## src/rtl/dmem_arbiter_if.sv

```systemverilog
`default_nettype none
// ============================================================================
// Module      : dmem_arbiter_if
// Description : Requester-side bus of the data-RAM arbiter. It carries the
//               request, write data, grant and tagged read-return signals
//               for one requester.
// Revision    : 1.0 - initial release
// ============================================================================
interface dmem_arbiter_if #(
  parameter int ADDR_W = 12,
  parameter int DATA_W = 32
);
  logic              req;
  logic              we;
  logic [ADDR_W-1:0] addr;
  logic [DATA_W-1:0] wdata;
  logic              gnt;
  logic              rvalid;
  logic [DATA_W-1:0] rdata;

  // The requester drives the access and observes the grant and the read return.
  modport master (
    output req, we, addr, wdata,
    input  gnt, rvalid, rdata
  );

  // The arbiter observes the access and drives the grant and the read return.
  modport slave (
    input  req, we, addr, wdata,
    output gnt, rvalid, rdata
  );
endinterface
`default_nettype wire

```

## src/rtl/dmem_arbiter.sv

```systemverilog
`default_nettype none
// ============================================================================
// Module      : dmem_arbiter
// Description : Shares one single-port synchronous data RAM between the CPU
//               data port (A, favoured) and the video fetch port (B).
//               A saturating wait counter bounds how long B can be starved.
//               Read data returns one cycle after the grant, tagged per
//               requester. A saturating conflict counter is exposed for debug.
// Revision    : 1.0 - initial release
// ============================================================================
module dmem_arbiter #(
  parameter int ADDR_W   = 12,
  parameter int DATA_W   = 32,
  parameter int MAX_WAIT = 4
) (
  input  logic              clock_i,
  input  logic              reset_ni,
  dmem_arbiter_if.slave     a_if,
  dmem_arbiter_if.slave     b_if,
  output logic              ram_wen_o,
  output logic [ADDR_W-1:0] ram_addr_o,
  output logic [DATA_W-1:0] ram_din_o,
  input  logic [DATA_W-1:0] ram_dout_i,
  output logic [15:0]       conflict_cnt_o
);

  localparam logic [3:0]  c_max_wait = 4'(MAX_WAIT);
  localparam logic [15:0] c_cnt_max  = 16'hFFFF;

  logic        w_a_gnt;
  logic        w_b_gnt;
  logic        w_b_starved;

  logic [3:0]  b_wait_q,   b_wait_d;
  logic        a_rvalid_q, a_rvalid_d;
  logic        b_rvalid_q, b_rvalid_d;
  logic [15:0] conflict_q, conflict_d;

  // B takes the RAM once it has been denied MAX_WAIT consecutive cycles.
  assign w_b_starved = (b_wait_q == c_max_wait);

  // Grant decision; nothing is granted while reset is held, so no RAM write
  // can happen in a reset cycle.
  always_comb begin
    w_a_gnt = 1'b0;
    w_b_gnt = 1'b0;
    if (reset_ni) begin
      if (b_if.req && (!a_if.req || w_b_starved)) begin
        w_b_gnt = 1'b1;
      end else if (a_if.req) begin
        w_a_gnt = 1'b1;
      end
    end
  end

  // Route the winner's access onto the RAM; idle cycles present all zeros.
  always_comb begin
    ram_wen_o  = 1'b0;
    ram_addr_o = '0;
    ram_din_o  = '0;
    if (w_b_gnt) begin
      ram_wen_o  = b_if.we;
      ram_addr_o = b_if.addr;
      ram_din_o  = b_if.wdata;
    end else if (w_a_gnt) begin
      ram_wen_o  = a_if.we;
      ram_addr_o = a_if.addr;
      ram_din_o  = a_if.wdata;
    end
  end

  // Next-state for the wait counter, read-return flags and conflict counter.
  always_comb begin
    b_wait_d   = b_wait_q;
    conflict_d = conflict_q;
    a_rvalid_d = w_a_gnt && !a_if.we;
    b_rvalid_d = w_b_gnt && !b_if.we;

    if (w_b_gnt || !b_if.req) begin
      b_wait_d = 4'd0;
    end else if (!w_b_starved) begin
      b_wait_d = b_wait_q + 4'd1;
    end

    if (a_if.req && b_if.req && (conflict_q != c_cnt_max)) begin
      conflict_d = conflict_q + 16'd1;
    end
  end

  // State update; a reset edge also drops any read granted in that cycle.
  always_ff @(posedge clock_i) begin
    if (!reset_ni) begin
      b_wait_q   <= 4'd0;
      a_rvalid_q <= 1'b0;
      b_rvalid_q <= 1'b0;
      conflict_q <= 16'd0;
    end else begin
      b_wait_q   <= b_wait_d;
      a_rvalid_q <= a_rvalid_d;
      b_rvalid_q <= b_rvalid_d;
      conflict_q <= conflict_d;
    end
  end

  // The RAM output is shared, so each requester only sees it on its own return.
  assign a_if.gnt    = w_a_gnt;
  assign a_if.rvalid = a_rvalid_q;
  assign a_if.rdata  = a_rvalid_q ? ram_dout_i : '0;

  assign b_if.gnt    = w_b_gnt;
  assign b_if.rvalid = b_rvalid_q;
  assign b_if.rdata  = b_rvalid_q ? ram_dout_i : '0;

  assign conflict_cnt_o = conflict_q;

endmodule
`default_nettype wire

```

## src/flat_wrapper.sv

```systemverilog
// flat-port wrapper written by rule: the top's interface ports become plain ports
module dmem_arbiter_flat 
#(
  parameter int ADDR_W   = 12,
  parameter int DATA_W   = 32,
  parameter int MAX_WAIT = 4
)
  (clock_i, reset_ni, ram_wen_o, ram_addr_o, ram_din_o, ram_dout_i, conflict_cnt_o, a_if_req, a_if_we, a_if_addr, a_if_wdata, a_if_gnt, a_if_rvalid, a_if_rdata, b_if_req, b_if_we, b_if_addr, b_if_wdata, b_if_gnt, b_if_rvalid, b_if_rdata);
  dmem_arbiter_if #(.ADDR_W(ADDR_W), .DATA_W(DATA_W)) a_if_i ();
  dmem_arbiter_if #(.ADDR_W(ADDR_W), .DATA_W(DATA_W)) b_if_i ();
  input  logic clock_i;
  input  logic reset_ni;
  output logic ram_wen_o;
  output logic [ADDR_W-1:0] ram_addr_o;
  output logic [DATA_W-1:0] ram_din_o;
  input  logic [DATA_W-1:0] ram_dout_i;
  output logic [15:0] conflict_cnt_o;
  input wire logic [$bits(a_if_i.req)-1:0] a_if_req;
  input wire logic [$bits(a_if_i.we)-1:0] a_if_we;
  input wire logic [$bits(a_if_i.addr)-1:0] a_if_addr;
  input wire logic [$bits(a_if_i.wdata)-1:0] a_if_wdata;
  output wire logic [$bits(a_if_i.gnt)-1:0] a_if_gnt;
  output wire logic [$bits(a_if_i.rvalid)-1:0] a_if_rvalid;
  output wire logic [$bits(a_if_i.rdata)-1:0] a_if_rdata;
  input wire logic [$bits(b_if_i.req)-1:0] b_if_req;
  input wire logic [$bits(b_if_i.we)-1:0] b_if_we;
  input wire logic [$bits(b_if_i.addr)-1:0] b_if_addr;
  input wire logic [$bits(b_if_i.wdata)-1:0] b_if_wdata;
  output wire logic [$bits(b_if_i.gnt)-1:0] b_if_gnt;
  output wire logic [$bits(b_if_i.rvalid)-1:0] b_if_rvalid;
  output wire logic [$bits(b_if_i.rdata)-1:0] b_if_rdata;
  assign a_if_i.req = a_if_req;
  assign a_if_i.we = a_if_we;
  assign a_if_i.addr = a_if_addr;
  assign a_if_i.wdata = a_if_wdata;
  assign a_if_gnt = a_if_i.gnt;
  assign a_if_rvalid = a_if_i.rvalid;
  assign a_if_rdata = a_if_i.rdata;
  assign b_if_i.req = b_if_req;
  assign b_if_i.we = b_if_we;
  assign b_if_i.addr = b_if_addr;
  assign b_if_i.wdata = b_if_wdata;
  assign b_if_gnt = b_if_i.gnt;
  assign b_if_rvalid = b_if_i.rvalid;
  assign b_if_rdata = b_if_i.rdata;
  dmem_arbiter #(.ADDR_W(ADDR_W), .DATA_W(DATA_W), .MAX_WAIT(MAX_WAIT)) u_core (.clock_i(clock_i), .reset_ni(reset_ni), .a_if(a_if_i), .b_if(b_if_i), .ram_wen_o(ram_wen_o), .ram_addr_o(ram_addr_o), .ram_din_o(ram_din_o), .ram_dout_i(ram_dout_i), .conflict_cnt_o(conflict_cnt_o));
endmodule
```

## config.mk

```make
export PLATFORM = sky130hd
export DESIGN_NAME = dmem_arbiter_flat
export DESIGN_NICKNAME = d
export VERILOG_FILES = /design/src/rtl/dmem_arbiter_if.sv /design/src/rtl/dmem_arbiter.sv /design/src/flat_wrapper.sv
export SDC_FILE = /design/constraint.sdc
export NUM_CORES = 1
export LEC_CHECK = 0
export ABC_AREA = 0
export CORE_AREA = 2 2 98 100
export CTS_CLUSTER_DIAMETER = 40
export DETAILED_ROUTE_END_ITERATION = 12
export DIE_AREA = 0 0 100 102
export GPL_TIMING_DRIVEN = 0
export HOLD_SLACK_MARGIN = 0.1
export PLACE_DENSITY = 0.82
export SLEW_MARGIN = 20
export SYNTH_ARGS = -nofsm -noshare
export SYNTH_HDL_FRONTEND = slang
export SYNTH_SLANG_ARGS = --single-unit
```

## constraint.sdc

```tcl
create_clock -name clock_i -period 2.9 [get_ports clock_i]
set_input_delay 0.29 -clock clock_i [delete_from_list [all_inputs] [get_ports clock_i]]
set_output_delay 0.29 -clock clock_i [all_outputs]
set_load 0.01 [all_outputs]
```

==> run_results.csv <==
group,metric,value,unit
outcome,status,"completed",
critical_path,critPathMaxStageDelay,0.57,ns
hold_path,holdPathStages,1,
sta,hold_viol,0,
critical_path,crit_top_cell,"clkbuf_4",
floorplan,die_w,100,um
placement,io_buffer_count,254,
sta,setup_violations,0,
power_and_ir_drop,power.density,221,nW/um^2
logic_synthesis,synth_top_family_by_area,"simple AND/OR/NAND/NOR gates",
placement,placed_area,4600,um^2
clocking,cts.repair.resized,7,
power_and_ir_drop,switching_share,24.5,%
placement,dp.cells,611,
critical_path,path_class,"reg2out",
clocking,clk_latency,0.27,ns
logic_synthesis,synth.distinct_cells,38,
floorplan,core.rowCount,35,
sta,maxSlewHeadroom,58.5,%
clocking,htreeDepth,1,
global_routing,grt_first_pass_wirelength,14.8,mm
critical_path,crit_required,2.61,ns
critical_path,path_max_fanout,10,
logic_synthesis,muxShareOfSynthArea,2.09,%
drt,dr.pass1.iters,4,
critical_path,r2r_cells,5,
clocking,clockBufferDepth,2,
sta,min_period_over_period,94.6,%
power_and_ir_drop,comb_power_share,42.2,%
floorplan,floorplan.initialDensity,21.0,%
logic_synthesis,syn-num-nets,375,
finish,layout-drive-gt1-share,3.97,%
clocking,clk_pin_slew,0.08,ns
drt,ant_nets,0,
power_and_ir_drop,clock_power_share,27.9,%
clocking,cts.sinks,22,
critical_path,worst_ep_arrival_time,2.45,ns
drt,wl_per_cell,16.9,um
finish,finalInstanceArea,4700,um^2
global_routing,gr-usage-met1,21.1,%
run,max_cap_viol_count,0,
logic_synthesis,synth_compound_area_share,29.1,%
finish,final_cells,615,
hold_path,min_from,"u_core.b_wait_q[0]",
logic_synthesis,syn_inst,246,
global_routing,antenna_found_initial,2,
logic_synthesis,synth-simple-area-share,38.2,%
clocking,cts_root_buf,"clkbuf_8",
power_and_ir_drop,p_leak,0.00176,uW
logic_synthesis,synth_area_per_cell,7.78,um^2
logic_synthesis,async_flop_share,0,%
logic_synthesis,synth_fa_ha_area_share,1.96,%
floorplan,io_pins,255,
sta,fmax,365,MHz
drt,drt_wl_total,10.4,mm
global_routing,grt_util_met3,4.79,%
global_routing,grt_max_degree,14,
finish,area_growth_syn_to_layout,145,%
logic_synthesis,yosysSeqAreaShare,23.0,%
finish,fin_util,51.6,%
finish,antenna_cells,0,
power_and_ir_drop,switchingPower,254,uW
power_and_ir_drop,p_int,784,uW
floorplan,dieHeight,102,um
logic_synthesis,synth_xor_area_share,0.915,%
critical_path,worstPathCellList,"inv_1 -> ha_1 -> nand3b_1 -> o211a_1 -> clkbuf_4 -> clkbuf_4 -> a22o_1 -> clkdlybuf4s50_1",
logic_synthesis,synth_edf_count,0,
floorplan,core-area,9110,um^2
critical_path,reg2reg_from,"u_core.conflict_cnt_o[1]",
finish,nNetsFinal,634,
drt,drt-initial-drc-count,135,
global_routing,met2_usage,33.5,%
sta,finalMaxSlewViolations,0,
logic_synthesis,synth-seq-cells,22,
clocking,cts_setup_buffers,0,
placement,gp_congestion,0.890,
critical_path,cpMaxStageDelayCell,"clkdlybuf4s50_1",
sta,fin_skew,0.00475,ns
logic_synthesis,ys_warn_count,0,
sta,tightest_slew,0.617,ns
sta,hold_slack,0.484,ns
clocking,tritoncts,"yes",
critical_path,start_kind,"flip-flop",
drt,drc,0,
critical_path,end_kind,"output port",
global_routing,grt_pass1_vias,2839,
sta,min_period,2.74,ns
clocking,hold_buffers,0,
drt,vias,2969,
global_routing,grt_use_total,18.2,%
global_routing,grt-busiest-layer,"met2",
hold_path,hold_path.class,"reg2reg",
power_and_ir_drop,pwr-share-seq,29.9,%
drt,vias_per_cell,4.83,
global_routing,grt_overflow,0,
critical_path,critPathLaunch,"u_core.b_wait_q[0]",
power_and_ir_drop,worst_ir_drop_vdd,0.000245,V
clocking,cts_inserted_buffers,3,
logic_synthesis,syn_area,1910,um^2
placement,hpwlAfterDp,9.01,mm
floorplan,die_area,10200,um^2
logic_synthesis,synth_flop_cell,"dfxtp_1",
power_and_ir_drop,fin_total_pwr,1040,uW
[cell families (layout without fill, tap and decap cells)]
kind of cell / after synthesis / count (layout)
AND/OR/NAND/NOR: 121 / 121
buffers and inverters: 24 / 282
adder cells (fa/ha/maj): 3 / 3
multiplexers: 4 / 4
AO/OA/AOI/OAI: 70 / 70
flip-flops: 22 / 22
XOR/XNOR: 2 / 2
[critical path: cells and delay by family, from the launching register on]
kind / cells / cell delay (ns)
compound gates: 2 / 0.37
fa+ha+maj: 1 / 0.21
buf+inv: 4 / 1.06
flops: 1 / 0.39
simple gates: 1 / 0.16
[power groups by stage]
stage	Sequential (uW)	Clock (uW)	Combinational, uW
3_3_place_gp	317	0	429
5_1_grt	311	307	466
6_report	310	289	438
4_1_cts	310	294	438
2_1_floorplan	317	0	116
3_5_place_dp	317	0	435
[per-layer routing]
metal	vias to the layer above	share of wire, %
met5	-	0.12
met4	2	1.9
met3	16	8.2
met2	173	51
met1	1356	39
li1	1422	-
[Yosys cell counts, drive strengths merged, types with 2 or more instances]
cell,instances,area share [%]
a211oi,2,0.78
a21oi,8,2.1
a22o,45,21
and2,65,21
buf,4,0.85
clkbuf,14,2.7
dfxtp,22,23
ha,3,2.0
inv,6,1.2
mux2i,4,2.1
nand2,8,1.6
nand2b,4,1.3
nand3,9,2.4
nand4,4,2.4
nor2,9,1.8
nor2b,2,0.65
nor3,5,1.3
nor4,4,1.3
o211a,2,1.0
o21ai,5,1.3
o31ai,4,1.6
or3,3,1.1
or4,4,1.6
[through the flow]
| step | worst slack (ns) | setup TNS [ns] |
|---|---|---|
| floorplan | 0.970 | 0 |
| global placement | -0.0921 | -1.08 |
| detailed placement | -0.0955 | -1.38 |
| CTS | 0.0331 | 0 |
| global route | -0.00223 | -0.00223 |
| finish | 0.157 | 0 |
[layout make-up]
cell class,count,area [um^2]
Fill cell,863,4410
Timing Repair Buffer,254,2540
Multi-Input combinational cell,200,1390
Sequential cell,22,440
Tap cell,111,139
Buffer,18,93.8
Clock buffer,3,41.3
Clock inverter,1,30.0
Inverter,6,22.5
[registers in the layout, indices dropped and copies added, names as in the netlist]
| register | count |
|---|---|
| u_core.a_if.rvalid | 1 |
| u_core.b_if.rvalid | 1 |
| u_core.b_wait_q | 4 |
| u_core.conflict_cnt_o | 16 |
[layout by cell type (no fill, tap or decap), types with 3 or more instances in the layout]
cell type,n
clkbuf_2,4
nand2b_1,4
nor3_1,5
and2_1,65
a22o_1,45
mux2i_1,4
dfxtp_1,22
clkdlybuf4s50_1,254
nor4_1,4
ha_1,3
nand3_1,9
o21ai_0,5
nand2_1,8
o31ai_1,4
clkbuf_1,8
nor2_1,9
a21oi_1,8
inv_1,6
or4_1,3
clkbuf_8,3
clkbuf_4,3
[worst paths after layout]
path	slack (ns)	to
max reg2reg	0.93	u_core.conflict_cnt_o[14]
max	0.16	ram_din_o[13]
min	0.48	u_core.b_wait_q[0]
min reg2reg	0.48	u_core.b_wait_q[0]
Note: power is estimated with default switching activity, not from simulation.
